--- src/rtl/tile_load_sched_if.sv ---
// Load handshake between tile_load_sched (master) and tile_loader / bram_pingpong (slave).
interface tile_load_sched_if;
   logic        ld_req;
   logic        update_A;
   logic [31:0] j_block;
   logic        ld_done;
   logic        b_bank_free;

   modport master (output ld_req, update_A, j_block, input ld_done, b_bank_free);
   modport slave  (input ld_req, update_A, j_block, output ld_done, b_bank_free);
endinterface

--- src/rtl/tile_load_sched.sv ---
// Sequences tile_loader over one output row-panel: optional A load, then a sweep of B blocks,
// each B load gated on a free ping-pong bank, with a completion watchdog.
module tile_load_sched #(
   parameter int TMO_W = 16,
   parameter int CNT_W = 16
) (
   input  logic              clk,
   input  logic              rstn,
   input  logic              start,
   input  logic              abort,
   input  logic              load_A_en,
   input  logic [31:0]       K,
   input  logic [31:0]       M,
   input  logic [31:0]       BLOCK_M_CFG,
   tile_load_sched_if.master ld,
   output logic [CNT_W-1:0]  blk_idx,
   output logic [CNT_W-1:0]  blocks_total,
   output logic              busy,
   output logic              done,
   output logic              cfg_err,
   output logic              tmo_err
);

   localparam logic [3:0] S_IDLE      = 4'd0;
   localparam logic [3:0] S_CHECK     = 4'd1;
   localparam logic [3:0] S_REQ_A     = 4'd2;
   localparam logic [3:0] S_WAIT_A    = 4'd3;
   localparam logic [3:0] S_WAIT_BANK = 4'd4;
   localparam logic [3:0] S_REQ_B     = 4'd5;
   localparam logic [3:0] S_WAIT_B    = 4'd6;
   localparam logic [3:0] S_NEXT      = 4'd7;
   localparam logic [3:0] S_FIN       = 4'd8;

   // The request cycle counts as 1, so expiry lands done exactly 2**TMO_W-1 cycles after ld_req.
   localparam logic [TMO_W-1:0] WDOG_ONE  = {{(TMO_W-1){1'b0}}, 1'b1};
   localparam logic [TMO_W-1:0] WDOG_LAST = {{(TMO_W-1){1'b1}}, 1'b0};
   localparam logic [CNT_W-1:0] IDX_ONE   = {{(CNT_W-1){1'b0}}, 1'b1};

   logic [3:0]       state_q, state_d;
   logic [31:0]      k_q, k_d, m_q, m_d, bm_q, bm_d;
   logic             load_a_q, load_a_d;
   logic             update_a_q, update_a_d;
   logic             abort_seen_q, abort_seen_d;
   logic             cfg_err_q, cfg_err_d;
   logic             tmo_err_q, tmo_err_d;
   logic [32:0]      j_block_q, j_block_d;
   logic [CNT_W-1:0] blk_idx_q, blk_idx_d;
   logic [CNT_W-1:0] blocks_total_q, blocks_total_d;
   logic [TMO_W-1:0] wdog_q, wdog_d;

   logic [32:0]      span;
   logic [32:0]      quot;
   logic             unused_quot_hi;
   logic             cfg_bad;
   logic             abort_any;
   logic             last_blk;

   assign span           = {1'b0, m_q} + {1'b0, bm_q} - 33'd1;
   assign quot           = (bm_q == 32'd0) ? 33'd0 : span / {1'b0, bm_q};
   assign unused_quot_hi = ^quot[32:CNT_W];
   assign cfg_bad        = (k_q == 32'd0) || (m_q == 32'd0) || (bm_q == 32'd0);
   assign abort_any      = abort_seen_q | abort;
   assign last_blk       = ({1'b0, blk_idx_q} + {1'b0, IDX_ONE}) == {1'b0, blocks_total_q};

   always_comb begin
      state_d        = state_q;
      k_d            = k_q;
      m_d            = m_q;
      bm_d           = bm_q;
      load_a_d       = load_a_q;
      update_a_d     = update_a_q;
      abort_seen_d   = abort_seen_q;
      cfg_err_d      = cfg_err_q;
      tmo_err_d      = tmo_err_q;
      j_block_d      = j_block_q;
      blk_idx_d      = blk_idx_q;
      blocks_total_d = blocks_total_q;
      wdog_d         = wdog_q;

      if (state_q != S_IDLE && abort) begin
         abort_seen_d = 1'b1;
      end

      case (state_q)
         S_IDLE: begin
            if (start) begin
               k_d            = K;
               m_d            = M;
               bm_d           = BLOCK_M_CFG;
               load_a_d       = load_A_en;
               update_a_d     = 1'b0;
               abort_seen_d   = 1'b0;
               cfg_err_d      = 1'b0;
               tmo_err_d      = 1'b0;
               j_block_d      = 33'd0;
               blk_idx_d      = '0;
               blocks_total_d = '0;
               state_d        = S_CHECK;
            end
         end
         S_CHECK: begin
            if (cfg_bad) begin
               cfg_err_d = 1'b1;
               state_d   = S_FIN;
            end else begin
               blocks_total_d = quot[CNT_W-1:0];
               if (load_a_q) begin
                  update_a_d = 1'b1;
                  state_d    = S_REQ_A;
               end else begin
                  state_d = S_WAIT_BANK;
               end
            end
         end
         S_REQ_A: begin
            wdog_d  = WDOG_ONE;
            state_d = S_WAIT_A;
         end
         S_WAIT_A: begin
            if (ld.ld_done) begin
               update_a_d = 1'b0;
               state_d    = abort_any ? S_FIN : S_WAIT_BANK;
            end else if (wdog_q == WDOG_LAST) begin
               tmo_err_d = 1'b1;
               state_d   = S_FIN;
            end else begin
               wdog_d = wdog_q + WDOG_ONE;
            end
         end
         S_WAIT_BANK: begin
            if (abort_any) begin
               state_d = S_FIN;
            end else if (ld.b_bank_free) begin
               state_d = S_REQ_B;
            end
         end
         S_REQ_B: begin
            wdog_d  = WDOG_ONE;
            state_d = S_WAIT_B;
         end
         S_WAIT_B: begin
            if (ld.ld_done) begin
               state_d = S_NEXT;
            end else if (wdog_q == WDOG_LAST) begin
               tmo_err_d = 1'b1;
               state_d   = S_FIN;
            end else begin
               wdog_d = wdog_q + WDOG_ONE;
            end
         end
         S_NEXT: begin
            if (abort_any || last_blk) begin
               state_d = S_FIN;
            end else begin
               blk_idx_d = blk_idx_q + IDX_ONE;
               j_block_d = j_block_q + {1'b0, bm_q};
               state_d   = S_WAIT_BANK;
            end
         end
         S_FIN: begin
            state_d = S_IDLE;
         end
         default: begin
            state_d = S_IDLE;
         end
      endcase
   end

   always_ff @(posedge clk or negedge rstn) begin
      if (!rstn) begin
         state_q        <= S_IDLE;
         k_q            <= '0;
         m_q            <= '0;
         bm_q           <= '0;
         load_a_q       <= 1'b0;
         update_a_q     <= 1'b0;
         abort_seen_q   <= 1'b0;
         cfg_err_q      <= 1'b0;
         tmo_err_q      <= 1'b0;
         j_block_q      <= '0;
         blk_idx_q      <= '0;
         blocks_total_q <= '0;
         wdog_q         <= '0;
      end else begin
         state_q        <= state_d;
         k_q            <= k_d;
         m_q            <= m_d;
         bm_q           <= bm_d;
         load_a_q       <= load_a_d;
         update_a_q     <= update_a_d;
         abort_seen_q   <= abort_seen_d;
         cfg_err_q      <= cfg_err_d;
         tmo_err_q      <= tmo_err_d;
         j_block_q      <= j_block_d;
         blk_idx_q      <= blk_idx_d;
         blocks_total_q <= blocks_total_d;
         wdog_q         <= wdog_d;
      end
   end

   assign ld.ld_req     = (state_q == S_REQ_A) || (state_q == S_REQ_B);
   assign ld.update_A   = update_a_q;
   assign ld.j_block    = j_block_q[31:0];
   assign blk_idx       = blk_idx_q;
   assign blocks_total  = blocks_total_q;
   assign busy          = (state_q != S_IDLE) && (state_q != S_FIN);
   assign done          = (state_q == S_FIN);
   assign cfg_err       = cfg_err_q;
   assign tmo_err       = tmo_err_q;

endmodule

--- src/flat_wrapper.sv ---
// flat-port wrapper written by rule: the top's interface ports become plain ports
module tile_load_sched_flat 
#(
   parameter int TMO_W = 16,
   parameter int CNT_W = 16
)
  (clk, rstn, start, abort, load_A_en, K, M, BLOCK_M_CFG, blk_idx, blocks_total, busy, done, cfg_err, tmo_err, ld_ld_req, ld_update_A, ld_j_block, ld_ld_done, ld_b_bank_free);
  tile_load_sched_if ld_i ();
  input  logic clk;
  input  logic rstn;
  input  logic start;
  input  logic abort;
  input  logic load_A_en;
  input  logic [31:0] K;
  input  logic [31:0] M;
  input  logic [31:0] BLOCK_M_CFG;
  output logic [CNT_W-1:0] blk_idx;
  output logic [CNT_W-1:0] blocks_total;
  output logic busy;
  output logic done;
  output logic cfg_err;
  output logic tmo_err;
  output wire logic [$bits(ld_i.ld_req)-1:0] ld_ld_req;
  output wire logic [$bits(ld_i.update_A)-1:0] ld_update_A;
  output wire logic [$bits(ld_i.j_block)-1:0] ld_j_block;
  input wire logic [$bits(ld_i.ld_done)-1:0] ld_ld_done;
  input wire logic [$bits(ld_i.b_bank_free)-1:0] ld_b_bank_free;
  assign ld_ld_req = ld_i.ld_req;
  assign ld_update_A = ld_i.update_A;
  assign ld_j_block = ld_i.j_block;
  assign ld_i.ld_done = ld_ld_done;
  assign ld_i.b_bank_free = ld_b_bank_free;
  tile_load_sched #(.TMO_W(TMO_W), .CNT_W(CNT_W)) u_core (.clk(clk), .rstn(rstn), .start(start), .abort(abort), .load_A_en(load_A_en), .K(K), .M(M), .BLOCK_M_CFG(BLOCK_M_CFG), .ld(ld_i), .blk_idx(blk_idx), .blocks_total(blocks_total), .busy(busy), .done(done), .cfg_err(cfg_err), .tmo_err(tmo_err));
endmodule
--- config.mk ---
export PLATFORM = sky130hd
export DESIGN_NAME = tile_load_sched_flat
export DESIGN_NICKNAME = d
export VERILOG_FILES = /design/src/rtl/tile_load_sched_if.sv /design/src/rtl/tile_load_sched.sv /design/src/flat_wrapper.sv
export SDC_FILE = /design/constraint.sdc
export NUM_CORES = 2
export LEC_CHECK = 0
export ABC_CLOCK_PERIOD_IN_PS = 103600
export BUFFER_PORTS_ARGS = -buffer_cell sky130_fd_sc_hd__buf_2
export CAP_MARGIN = 15
export CELL_PAD_IN_SITES_DETAIL_PLACEMENT = 1
export CELL_PAD_IN_SITES_GLOBAL_PLACEMENT = 1
export CORE_ASPECT_RATIO = 0.7
export CORE_UTILIZATION = 40
export CTS_CLUSTER_SIZE = 12
export DETAILED_ROUTE_END_ITERATION = 8
export PLACE_DENSITY = 0.74
export REMOVE_ABC_BUFFERS = 1
export SLEW_MARGIN = 20
export SYNTH_ARGS = -nofsm -noshare
export SYNTH_HDL_FRONTEND = slang
export SYNTH_SLANG_ARGS = --single-unit
--- constraint.sdc ---
create_clock -name clk -period 103.6 [get_ports clk]
set_input_delay 10.36 -clock clk [delete_from_list [all_inputs] [get_ports clk]]
set_output_delay 10.36 -clock clk [all_outputs]
set_load 0.05 [all_outputs]
==> out/metrics.cfg <==
[setup_path]
crit_top_cell = ha_1
crit_arrival_ps = 94230
startpoint = u_core.bm_q[3]
end_kind = register
crit_fanout = 47
crit_slowest_cell = o31ai_1
r2r-start = u_core.bm_q[3]
worstPathRequired_ps = 103980
max_stage_delay_ps = 1040
critPathLaunchType = register
worst-r2r-cell-count = 318
crit_type = register to register

[route]
postRouteAntennaNets = 0
dr.pass1.iters = 6
drt_drc_violations_left = 0
routedWlPerCell_um = 26.1
via_per_inst = 6.37
vias = 46500
totalWireLength_mm = 191
drtIter0Drc = 4856

[timing]
min_period_ps = 93850
grt_setup_unrepaired = no
setup_tns_ps = 0
hold_slack_ps = 481
max_freq_mhz = 10.7
relSlewSlack_pct = 19.4
worstMarginPinSlew_ps = 1200
drv_slew = 0
setup_viol = 0
hold_viol_final = 0
clock_skew_ps = 40.9
post-route-period-util_pct = 90.6

[global_routing]
grt_pass1_wl_mm = 285
grt_max_degree = 87
gr-total-overflow = 0
antenna_found_initial = 9
grt.total_usage_pct = 34.8
grt_pass1_vias = 44900

[logic_synthesis]
synthDistinctLibCells = 100
synth_compound_area_share_pct = 28.0
yosysTopAreaCell = ha_1
synth_top_family_by_area = compound AO/OA/AOI/OAI gates
synth_async_sr_flop_share_pct = 100
synthSimpleGateAreaFrac_pct = 22.5
synth_area_leaders = ha_1, dfrtp_1, xnor2_1
avgSynthCellArea_um2 = 7.32
ys.flop_type = dfrtp_1
synth-seq-cells = 185
syn-instance-count = 5746
synth_top_area_share_pct = 19.6
synth_warnings = 0
muxShareOfSynthArea_pct = 5.46
ys_seq_area_share_pct = 11.0
synth_edf_count = 0
syn_area_mm2 = 0.0420
synthXorXnorAreaFrac_pct = 9.27
synthAdderAreaFrac_pct = 19.7

[finish]
num-nets-final = 6641
postLayoutCellArea_mm2 = 0.0455
areaGrowthSynthToFinish_pct = 8.19
register_area_mm2 = 0.00463
fin_cells = 7309
fillers = 13200
layout-drive-gt1-share_pct = 10.2
multi_input_area_mm2 = 0.0358

[place]
dp_cells = 7273
placed_area_mm2 = 0.0449
dp_hpwl_mm = 154
gp_congestion = 1.07
portBuffers = 172

[clock_tree]
path_clk_slew_ps = 80
cts.sinks = 185
clkLatencyLatePin_ps = 530
cts_tree = yes
cts_resized = 0
clockBufferDepth = 2
htreeDepth = 4
hold_buffers = 0
postCtsSetupBuffers = 0
cts_root_buf = clkbuf_16
cts_buffers = 17

[hold_path]
hold_path.class = register to register
hp-start = u_core.cfg_err
hold_path_depth = 1

[floorplan]
fp.dieW_um = 389
die-area_mm2 = 0.106
fp.dieH_um = 273
io_pins = 173
initial_core_util_pct = 40.4
core_area_mm2 = 0.104
row_count = 99

[flow_run]
cap_violations = 0

[run_status]
outcome = finished, final reports clean

-- final cells by class --
class	instances	share of cell area, %
diodes	4	0.0220
inverters	293	2.42
clock buffers	17	0.935
multi-input cells	5117	78.7
repair buffers	264	3.43
well taps	1414	3.89
clock inverters	15	0.388
flip-flops and latches	185	10.2
-- metrics by stage --
step / setup WS (ps) / util [%]
floorplan: 22410 / -
global placement: 15660 / 43.1
detailed placement: 13330 / 43.1
CTS: 12840 / 43.6
global route: 4720 / 43.7
finish: 9750 / 43.7
-- kinds of logic after synthesis --
family,after synthesis
simple gates,2010
xor+xnor,445
compound gates,1795
mux,207
flops,185
buf+inv,444
fa+ha+maj,660
-- synthesized netlist by cell type, drive strengths merged, types with 43 or more instances --
cell / number
clkbuf: 125
nand2: 523
a31oi: 76
o21bai: 43
nand3: 183
and2: 44
a21o: 206
nor2: 619
o21ai: 393
xnor2: 267
a21oi: 454
o211ai: 56
nand4: 66
xor2: 178
or3: 56
dfrtp: 185
ha: 658
and3: 68
nor2b: 79
a211oi: 51
nor3: 160
inv: 293
nand2b: 71
o31ai: 60
mux2: 175
o21a: 142
-- metal layers --
layer | part of all wire, % | track usage, %
met5 | 0.036 | 0
met4 | 2.3 | 7.32
met3 | 11 | 8.38
met2 | 38 | 47.5
met1 | 49 | 53.6
-- cells in the final DEF (no fill, tap or decap), drive strengths merged, types with 60 or more instances in the layout --
cell	n
a21o	206
a21oi	454
a31oi	76
and3	68
buf	264
dfrtp	185
ha	658
inv	298
mux2	175
nand2	523
nand2b	71
nand3	183
nand4	66
nor2	619
nor2b	79
nor3	160
o21a	142
o21ai	393
o31ai	60
xnor2	267
xor2	178
-- flip-flops by register name, indices dropped and copies added (netlist names) --
| register | count |
|---|---|
| u_core.state_q | 4 |
| u_core.j_block_q | 32 |
| u_core.blk_idx | 16 |
| u_core.load_a_q | 1 |
| u_core.blocks_total | 16 |
| u_core.bm_q | 32 |
| u_core.k_q | 32 |
| u_core.m_q | 32 |
| u_core.cfg_err | 1 |
| u_core.wdog_q | 16 |
| u_core.abort_seen_q | 1 |
| u_core.tmo_err | 1 |
| u_core.ld.update_A | 1 |
-- worst max-delay path: cells and delay by family, from the launching register on --
kind	cells	cell delay [ps]
compound gates	169	53770
flops	1	440
fa+ha+maj	35	12290
simple gates	79	16590
buf+inv	23	5490
mux	11	4570
xor+xnor	1	260
-- worst paths after layout --
path                       slack, ps                      to
hold / removal                   480          u_core.cfg_err
min in group asynchronous       9770      u_core.blk_idx[12]
hold reg to reg                  480          u_core.cfg_err
setup / recovery                9750  u_core.blocks_total[0]
max in group asynchronous      92440    u_core.j_block_q[15]
setup reg to reg                9750  u_core.blocks_total[0]
Power is left out: the tool's default activity adds up to more than one toggle a clock period on the data nets, which glitch-free logic cannot reach.
